===== src/rtl/dsp_seq_stripper36_pkg.sv =====
// Shared fifo36 definitions for the DSP sequence stripper: line flag positions,
// FSM state encodings and a small helper for rewriting the SOF flag.
package dsp_seq_stripper36_pkg;

  localparam int DATA_W  = 32;
  localparam int LINE_W  = 36;
  localparam int SOF_BIT = 32;
  localparam int EOF_BIT = 33;
  localparam int OCC_LSB = 34;
  localparam int OCC_MSB = 35;

  localparam logic [15:0] ERR_COUNT_MAX = 16'hFFFF;

  typedef enum logic [1:0] {
    S_SEQ  = 2'd0,
    S_HDR  = 2'd1,
    S_BODY = 2'd2
  } state_t;

  // Replace the SOF flag of a fifo36 line, leaving occupancy, EOF and data intact.
  function automatic logic [LINE_W-1:0] restamp_sof(input logic [LINE_W-1:0] line,
                                                    input logic sof);
    return {line[OCC_MSB:EOF_BIT], sof, line[DATA_W-1:0]};
  endfunction

endpackage


===== src/rtl/dsp_seq_stripper36_setting_reg.sv =====
// Settings-bus register: holds the last value written to MY_ADDR and flags the
// write in the same cycle so the owner can act on it without extra latency.
module setting_reg #(
  parameter logic [7:0]       MY_ADDR  = 8'd0,
  parameter int               WIDTH    = 32,
  parameter logic [WIDTH-1:0] AT_RESET = '0
) (
  input  logic             clk,
  input  logic             rst,
  input  logic             strobe,
  input  logic [7:0]       addr,
  input  logic [WIDTH-1:0] in,
  output logic [WIDTH-1:0] out,
  output logic             changed
);

  logic [WIDTH-1:0] value_q;

  assign changed = strobe && (addr == MY_ADDR);
  // Forward the incoming value during the write so out and changed agree.
  assign out     = changed ? in : value_q;

  always_ff @(posedge clk) begin
    if (rst) begin
      value_q <= AT_RESET;
    end else if (changed) begin
      value_q <= in;
    end
  end

endmodule


===== src/rtl/dsp_seq_stripper36.sv =====
// Strips and checks the per-packet sequence word ahead of the VRT header and
// forwards the remainder of each packet with SOF moved onto the header line.
module dsp_seq_stripper36
  import dsp_seq_stripper36_pkg::*;
#(
  parameter logic [7:0] BASE = 8'd0
) (
  input  logic              clk,
  input  logic              rst,
  input  logic              clr,
  input  logic              set_stb,
  input  logic [7:0]        set_addr,
  input  logic [31:0]       set_data,
  input  logic [LINE_W-1:0] inp_data,
  input  logic              inp_valid,
  output logic              inp_ready,
  output logic [LINE_W-1:0] out_data,
  output logic              out_valid,
  input  logic              out_ready,
  output logic              seq_err,
  output logic [15:0]       seq_err_count,
  output logic [31:0]       pkt_count
);

  state_t            state_q;
  state_t            state_d;
  logic [DATA_W-1:0] expected_q;
  logic              resync_q;
  logic              seq_err_q;
  logic [15:0]       seq_err_count_q;
  logic [31:0]       pkt_count_q;

  logic              exp_hit;
  logic [DATA_W-1:0] exp_wr_data;
  logic              cnt_clr_hit;
  logic              cnt_clr_unused;

  logic              in_sof;
  logic              in_eof;
  logic [DATA_W-1:0] seq;
  logic              seq_check;
  logic              seq_mismatch;
  logic              eof_xfer;

  setting_reg #(
    .MY_ADDR (BASE),
    .WIDTH   (32),
    .AT_RESET(32'd0)
  ) u_sr_expected (
    .clk    (clk),
    .rst    (rst),
    .strobe (set_stb),
    .addr   (set_addr),
    .in     (set_data),
    .out    (exp_wr_data),
    .changed(exp_hit)
  );

  // Counter clear is a pure strobe; only the write flag matters.
  setting_reg #(
    .MY_ADDR (BASE + 8'd1),
    .WIDTH   (1),
    .AT_RESET(1'b0)
  ) u_sr_cnt_clear (
    .clk    (clk),
    .rst    (rst),
    .strobe (set_stb),
    .addr   (set_addr),
    .in     (set_data[0]),
    .out    (cnt_clr_unused),
    .changed(cnt_clr_hit)
  );

  assign in_sof = inp_data[SOF_BIT];
  assign in_eof = inp_data[EOF_BIT];
  assign seq    = inp_data[DATA_W-1:0];

  always_comb begin
    state_d   = state_q;
    inp_ready = 1'b1;
    out_valid = 1'b0;
    out_data  = restamp_sof(inp_data, 1'b0);
    seq_check = 1'b0;
    eof_xfer  = 1'b0;
    unique case (state_q)
      S_SEQ: begin
        // Lines without SOF and SOF+EOF runts are swallowed here.
        if (inp_valid && in_sof && !in_eof) begin
          seq_check = 1'b1;
          state_d   = S_HDR;
        end
      end
      S_HDR: begin
        out_valid = inp_valid;
        inp_ready = out_ready;
        out_data  = restamp_sof(inp_data, 1'b1);
        if (inp_valid && out_ready) begin
          eof_xfer = in_eof;
          state_d  = in_eof ? S_SEQ : S_BODY;
        end
      end
      S_BODY: begin
        out_valid = inp_valid;
        inp_ready = out_ready;
        if (inp_valid && out_ready && in_eof) begin
          eof_xfer = 1'b1;
          state_d  = S_SEQ;
        end
      end
      default: state_d = S_SEQ;
    endcase
  end

  assign seq_mismatch = seq_check && !resync_q && (seq != expected_q);

  always_ff @(posedge clk) begin
    if (rst) begin
      state_q   <= S_SEQ;
      seq_err_q <= 1'b0;
    end else begin
      state_q   <= clr ? S_SEQ : state_d;
      seq_err_q <= seq_mismatch && !clr;
    end
  end

  // A settings write wins over the post-check update of the expected value.
  always_ff @(posedge clk) begin
    if (rst) begin
      expected_q <= '0;
      resync_q   <= 1'b1;
    end else begin
      if (exp_hit) begin
        expected_q <= exp_wr_data;
      end else if (seq_check && !clr) begin
        expected_q <= seq + 32'd1;
      end
      if (clr) begin
        resync_q <= 1'b1;
      end else if (exp_hit || seq_check) begin
        resync_q <= 1'b0;
      end
    end
  end

  always_ff @(posedge clk) begin
    if (rst) begin
      seq_err_count_q <= '0;
      pkt_count_q     <= '0;
    end else begin
      if (cnt_clr_hit) begin
        seq_err_count_q <= '0;
      end else if (seq_mismatch && !clr && (seq_err_count_q != ERR_COUNT_MAX)) begin
        seq_err_count_q <= seq_err_count_q + 16'd1;
      end
      if (cnt_clr_hit) begin
        pkt_count_q <= '0;
      end else if (eof_xfer && !clr) begin
        pkt_count_q <= pkt_count_q + 32'd1;
      end
    end
  end

  assign seq_err       = seq_err_q;
  assign seq_err_count = seq_err_count_q;
  assign pkt_count     = pkt_count_q;

endmodule


===== config.mk =====
export PLATFORM = sky130hd
export DESIGN_NAME = dsp_seq_stripper36
export DESIGN_NICKNAME = d
export VERILOG_FILES = /design/src/rtl/dsp_seq_stripper36_pkg.sv /design/src/rtl/dsp_seq_stripper36_setting_reg.sv /design/src/rtl/dsp_seq_stripper36.sv
export SDC_FILE = /design/constraint.sdc
export NUM_CORES = 1
export LEC_CHECK = 0
export BUFFER_PORTS_ARGS = -buffer_cell sky130_fd_sc_hd__buf_2
export CAP_MARGIN = 20
export CORE_MARGIN = 2
export CORE_UTILIZATION = 50
export CTS_CLUSTER_DIAMETER = 60
export CTS_CLUSTER_SIZE = 24
export DETAILED_ROUTE_END_ITERATION = 8
export PLACE_DENSITY = 0.81
export SYNTH_ARGS = -nofsm -noshare
export SYNTH_HDL_FRONTEND = slang
export SYNTH_HIERARCHICAL = 1
export SYNTH_SLANG_ARGS = --single-unit

===== constraint.sdc =====
create_clock -name clk -period 2.5 [get_ports clk]
set_input_delay 0.5 -clock clk [delete_from_list [all_inputs] [get_ports clk]]
set_output_delay 0.5 -clock clk [all_outputs]
set_load 0.01 [all_outputs]

# Word level (Yosys, flattened, before mapping)

Index checks and enable logic that the tools add are counted.

Logic and storage cells: 55
Output and inout bits: 87
Latch bits: 0
Bits in read-only memories: 0
Bits in writable memories: 0
Input bits: 82
Memories kept: 0
Flip-flop bits (word level): 84

Muxes and demuxes: 15
Bitwise gates (word level): 0
Div/mod/pow operators: 0
Reduce and logical (&&, ||, !) cells: 23
Order comparisons: 0
$add $sub $neg: 3
Equality and inequality tests: 8
Shift-type cells: 0
$mul: 0

Operators by type and width:

| operator              | count |
|---|---|
| $add 32x1->32 const B | 2 |
| $mux 32               | 2 |
| $mux 33               | 1 |
| $ne 32x32->1          | 1 |
| $add 16x1->16 const B | 1 |
| $ne 16x16->1 const B  | 1 |
| $logic_and 1x1->1     | 12 |
| $eq 8x1->1 const B    | 1 |
| $logic_not 8->1       | 1 |
| $mux 2                | 4 |
| $mux 1                | 6 |
| $ne 2x2->1 const B    | 3 |
| $pmux 2 s3            | 1 |
| $reduce_or 2->1       | 3 |
| $logic_not 1->1       | 3 |
| $reduce_and 3->1      | 1 |
| $eq 2x1->1 const B    | 1 |
| $eq 2x2->1 const B    | 1 |
| $logic_not 2->1       | 1 |
| $pmux 1 s2            | 1 |
| $reduce_bool 2->1     | 1 |
| $logic_or 1x1->1      | 1 |

# Depth between registers and ports, before layout

Depth after elaboration: 8
Depth in mapped cells: 11
Depth with buffers taken out: 8

# Cells and area by module

Netlist, hierarchy kept.

By module, submodules not included:

| module                        | sequential area each (sq um) | instances | cells each | area each (sq um) |
|---|---|---|---|---|
| dsp_seq_stripper36            | 1681.6                       | 1         | 649        | 5099.9 |
| setting_reg at u_sr_expected  | 640.6                        | 1         | 179        | 1978.1 |
| setting_reg at u_sr_cnt_clear | 20.0                         | 1         | 8          | 101.3 |

# Worst setup path after synthesis

Ideal clock, no wire load.

Kind: input -> register
Start point: input port set_addr[4]
End point: register pkt_count_q[0] (netlist: pkt_count[0])
Slack: -0.014 ns
Setup time: 0.128 ns
Arrival time: 2.387 ns
Data required time: 2.372 ns
Path buffers: 3
Stages on the path: 7
Cell sequence: or4b_4 nor4_4 or2_2 clkbuf_1 clkbuf_1 clkbuf_1 nor2_1

Longest elaborated chain between the ends: 3

Ends and longest elaborated chain:

| element                   | line                                 | text |
|---|---|---|
| start: declaration        | dsp_seq_stripper36.sv:12             | `input logic [7:0] set_addr,` |
| $eq 8x1->1                | dsp_seq_stripper36_setting_reg.sv:19 | `assign changed = strobe && (addr == MY_ADDR);` |
| $logic_and 1x1->1         | dsp_seq_stripper36_setting_reg.sv:19 |  |
| via cnt_clr_hit           | dsp_seq_stripper36.sv:35             | `logic cnt_clr_hit;` |
| $reduce_or 2->1 (no line) | -                                    |  |
| end signal: assignment    | dsp_seq_stripper36.sv:158            | `pkt_count_q <= pkt_count_q + 32'd1;` |
| end: declaration          | dsp_seq_stripper36.sv:31             | `logic [31:0] pkt_count_q;` |

The timed path passes the listed nets, and every way through them passes these cells.
A chain may end at the register's enable or synchronous reset.

# Worst setup path after layout

Start point: register state_q[0]
End point: register pkt_count_q[14] (netlist: pkt_count[14])

Longest elaborated chain between the ends: 3
Elaborated cells between the ends (all ways): 4
Those cells by class: eq/ne: 2; mux: 1; reduce/logical: 1

Ends and longest elaborated chain:

| element                                         | line                      | text |
|---|---|---|
| start: declaration                              | dsp_seq_stripper36.sv:25  | `state_t state_q;` |
| start signal: assignment                        | dsp_seq_stripper36.sv:121 | `state_q <= clr ? S_SEQ : state_d;` |
| $eq 2x2->1 / $eq 2x1->1 (equally long branches) | dsp_seq_stripper36.sv:85  | `unique case (state_q)` |
| $pmux 1 s2 *                                    | dsp_seq_stripper36.sv:85  |  |
| $logic_and 1x1->1 *                             | dsp_seq_stripper36.sv:157 | `end else if (eof_xfer && !clr) begin` |

Every way passes the cells marked *; elsewhere a longest branch is shown, timed or not.

==> impl_metrics.yaml <==
run_status:
  status: "finished clean"
timing:
  finalSetupViolCount: 0
  final-max-slew-violation-count: 0
  finClkSkew_ps: 11.2
  totalNegativeSetupSlack_ps: 0
  rsz_0062_raised_after_global_routing: "no"
  maxSlewHeadroom_pct: 45.0
  fin_crit_sh_pct: 88.0
  hold_ws_ps: 329
  fin_crit_ps: 2200
  timing_hold_violations_final: 0
  tightest_slew_ps: 822
  fmax_achieved_mhz: 455
power:
  vdd_drop_max_mv: 0.505
  cellPowerDensity_nw_per_um2: 562
  leak_pwr_uw: 0.00341
worst_setup_path:
  critical_path_cell_count: 8
  cp.buffers_inverters: 2
  timing.critical_path.to_type: "flop"
  r2r_cells: 8
  timing.critical_path.required_ps: 2850
  critPathKind: "reg2reg"
  worst-r2r-setup-slack_ps: 300
  rr_startpoint: "state_q[0]"
  critical_path.top_delay_family: "simple AND/OR/NAND/NOR gates"
  critical_path_peak_fanout: 7
  slowest_library_cell_on_the_worst_path: "sky130_fd_sc_hd__or3_1"
  crit_end: "pkt_count[14]"
  critical_path.reg2reg.endpoint: "pkt_count[14]"
  max_stage_delay_ps: 420
  worst-endpoint-arrival_ps: 2550
  startpoint: "state_q[0]"
  critical_path.startpoint_type: "flop"
  critical_path.cell_chain: "inv_1 -> ha_1 -> nand2b_1 -> nor4_1 -> buf_4 -> nand4_1 -> or3_1 -> a21oi_1"
clock_tree:
  cts_root_buffer: "sky130_fd_sc_hd__clkbuf_16"
  number_of_buffers_added_to_fix_hold_violations_after_cts: 0
  clock_sinks: 116
  clock_insertion_delay_worst_skew_ps: 420
  cts_resized: 0
  clkSlewWorstSetupHoldPaths_ps: 60
  tritoncts_clock_tree: "built"
  post-cts-setup-buffers: 0
  htree_levels: 4
  clockBufferDepth: 2
  tritoncts.num_buffers: 17
floorplan:
  initial_core_util_pct: 51.3
  pin_count: 169
  chipWidth_um: 123
  placement_rows: 43
  chipHeight_um: 123
  fp.coreArea_um2: 13900
  floorplan.die_area_um2: 15200
drt:
  wl_per_cell_um: 15.7
  drt_pre_antenna_iters: 6
  remaining_drc_errors: 0
  postRouteWirelength_um: 18000
  via_count: 6463
  detail-route-antenna-nets: 0
  iteration_0_drc_markers: 653
  vias_per_cell: 5.62
grt:
  globalRouteOverflowTotal: 0
  vias_in_the_first_global_route: 5938
  grt_max_degree: 108
  grt_first_pass_wirelength_um: 28600
  grt_use_total_pct: 23.9
  grt_antenna_before_repair: 0
cells_and_area:
  area.growth.synth_to_final_pct: 18.8
  drive_above_1_share_pct: 26.9
  nFillCells: 1192
  nets: 1044
worst_hold_path:
  whs_path_depth: 2
  min_from: "clr"
  worst_hold_path_type: "in2reg"
logic_synthesis:
  syn-num-nets: 919
  ys_warn_count: 6
  synthesis.instances: 831
  post_synth.cell_area_avg_um2: 8.57
  post_synth_instance_area_um2: 7120
job:
  cap_viol_max_count: 0
placement:
  port_buffers: 164
  post_detailed_placement_half_perimeter_wirelength_um: 13100
  routabilityCongestion: 0.931
==> report_power, final <==
part	switching, µW	internal (µW)	total (µW)
clock network	889	1590	2480
registers	11.4	1870	1880
logic	228	174	402
total	1130	3630	4760
==> metrics by stage <==
step           instance area [µm²]  worst slack (ps)  util, %  total power (µW)  cells
2_1_floorplan                 7120              95.2        -              2170    831
3_3_place_gp                  7860               261     56.6              2310   1117
3_5_place_dp                  7860               209     56.6              2310   1117
4_1_cts                       8460               281     61.0              4780   1149
5_1_grt                       8460              40.7     61.0              4910   1149
6_report                      8460               301     61.0              4760   1150
==> flip-flops by register name, summed over array words and instances (netlist names) <==
register,count
u_sr_expected/value_q,32
resync_q,1
state_q,2
pkt_count,32
seq_err,1
expected_q,32
seq_err_count,16
==> final cells by class <==
class | count | area (µm²) | area share [%]
clock inverter | 13 | 159 | 1.88
inverter | 13 | 50.0 | 0.591
sequential | 116 | 2320 | 27.4
clock buffer | 19 | 443 | 5.23
multi-input combinational | 624 | 4270 | 50.4
tap | 180 | 225 | 2.66
timing repair buffer | 184 | 996 | 11.8
antenna | 1 | 2.50 | 0.0296
==> cell usage in the layout, fill, tap and decap left out, drive strengths merged, types with 8 or more instances in the layout <==
cell type / count
a21oi: 45
and3: 18
buf: 184
clkbuf: 19
clkinv: 8
dfxtp: 116
inv: 12
mux2: 32
mux2i: 37
nand2: 54
nand2b: 68
nand3: 29
nand4: 34
nor2: 77
nor3: 12
nor4: 11
o21ai: 25
or3: 21
xnor2: 63
xor2: 17
==> layer usage <==
layer  up-vias  routed length (µm)  global-route usage, %
li1       3158                   -                      -
met1      3039                7750                   30.2
met2       244                8620                   39.8
met3        22                1320                   5.95
met4         0                 315                   8.10
met5         -                   0                      0
==> worst min-delay path by stage <==
| stage | endpoint | slack (ps) |
|---|---|---|
| 6_report | state_q[1] | 330 |
| 5_1_grt | state_q[1] | 320 |
| 4_1_cts | state_q[1] | 300 |
| 3_5_place_dp | u_sr_expected/value_q[25] | 470 |
| 3_3_place_gp | u_sr_expected/value_q[0] | 460 |
| 2_1_floorplan | u_sr_expected/value_q[0] | 450 |
No activity file was read; power rests on OpenSTA's default activity.
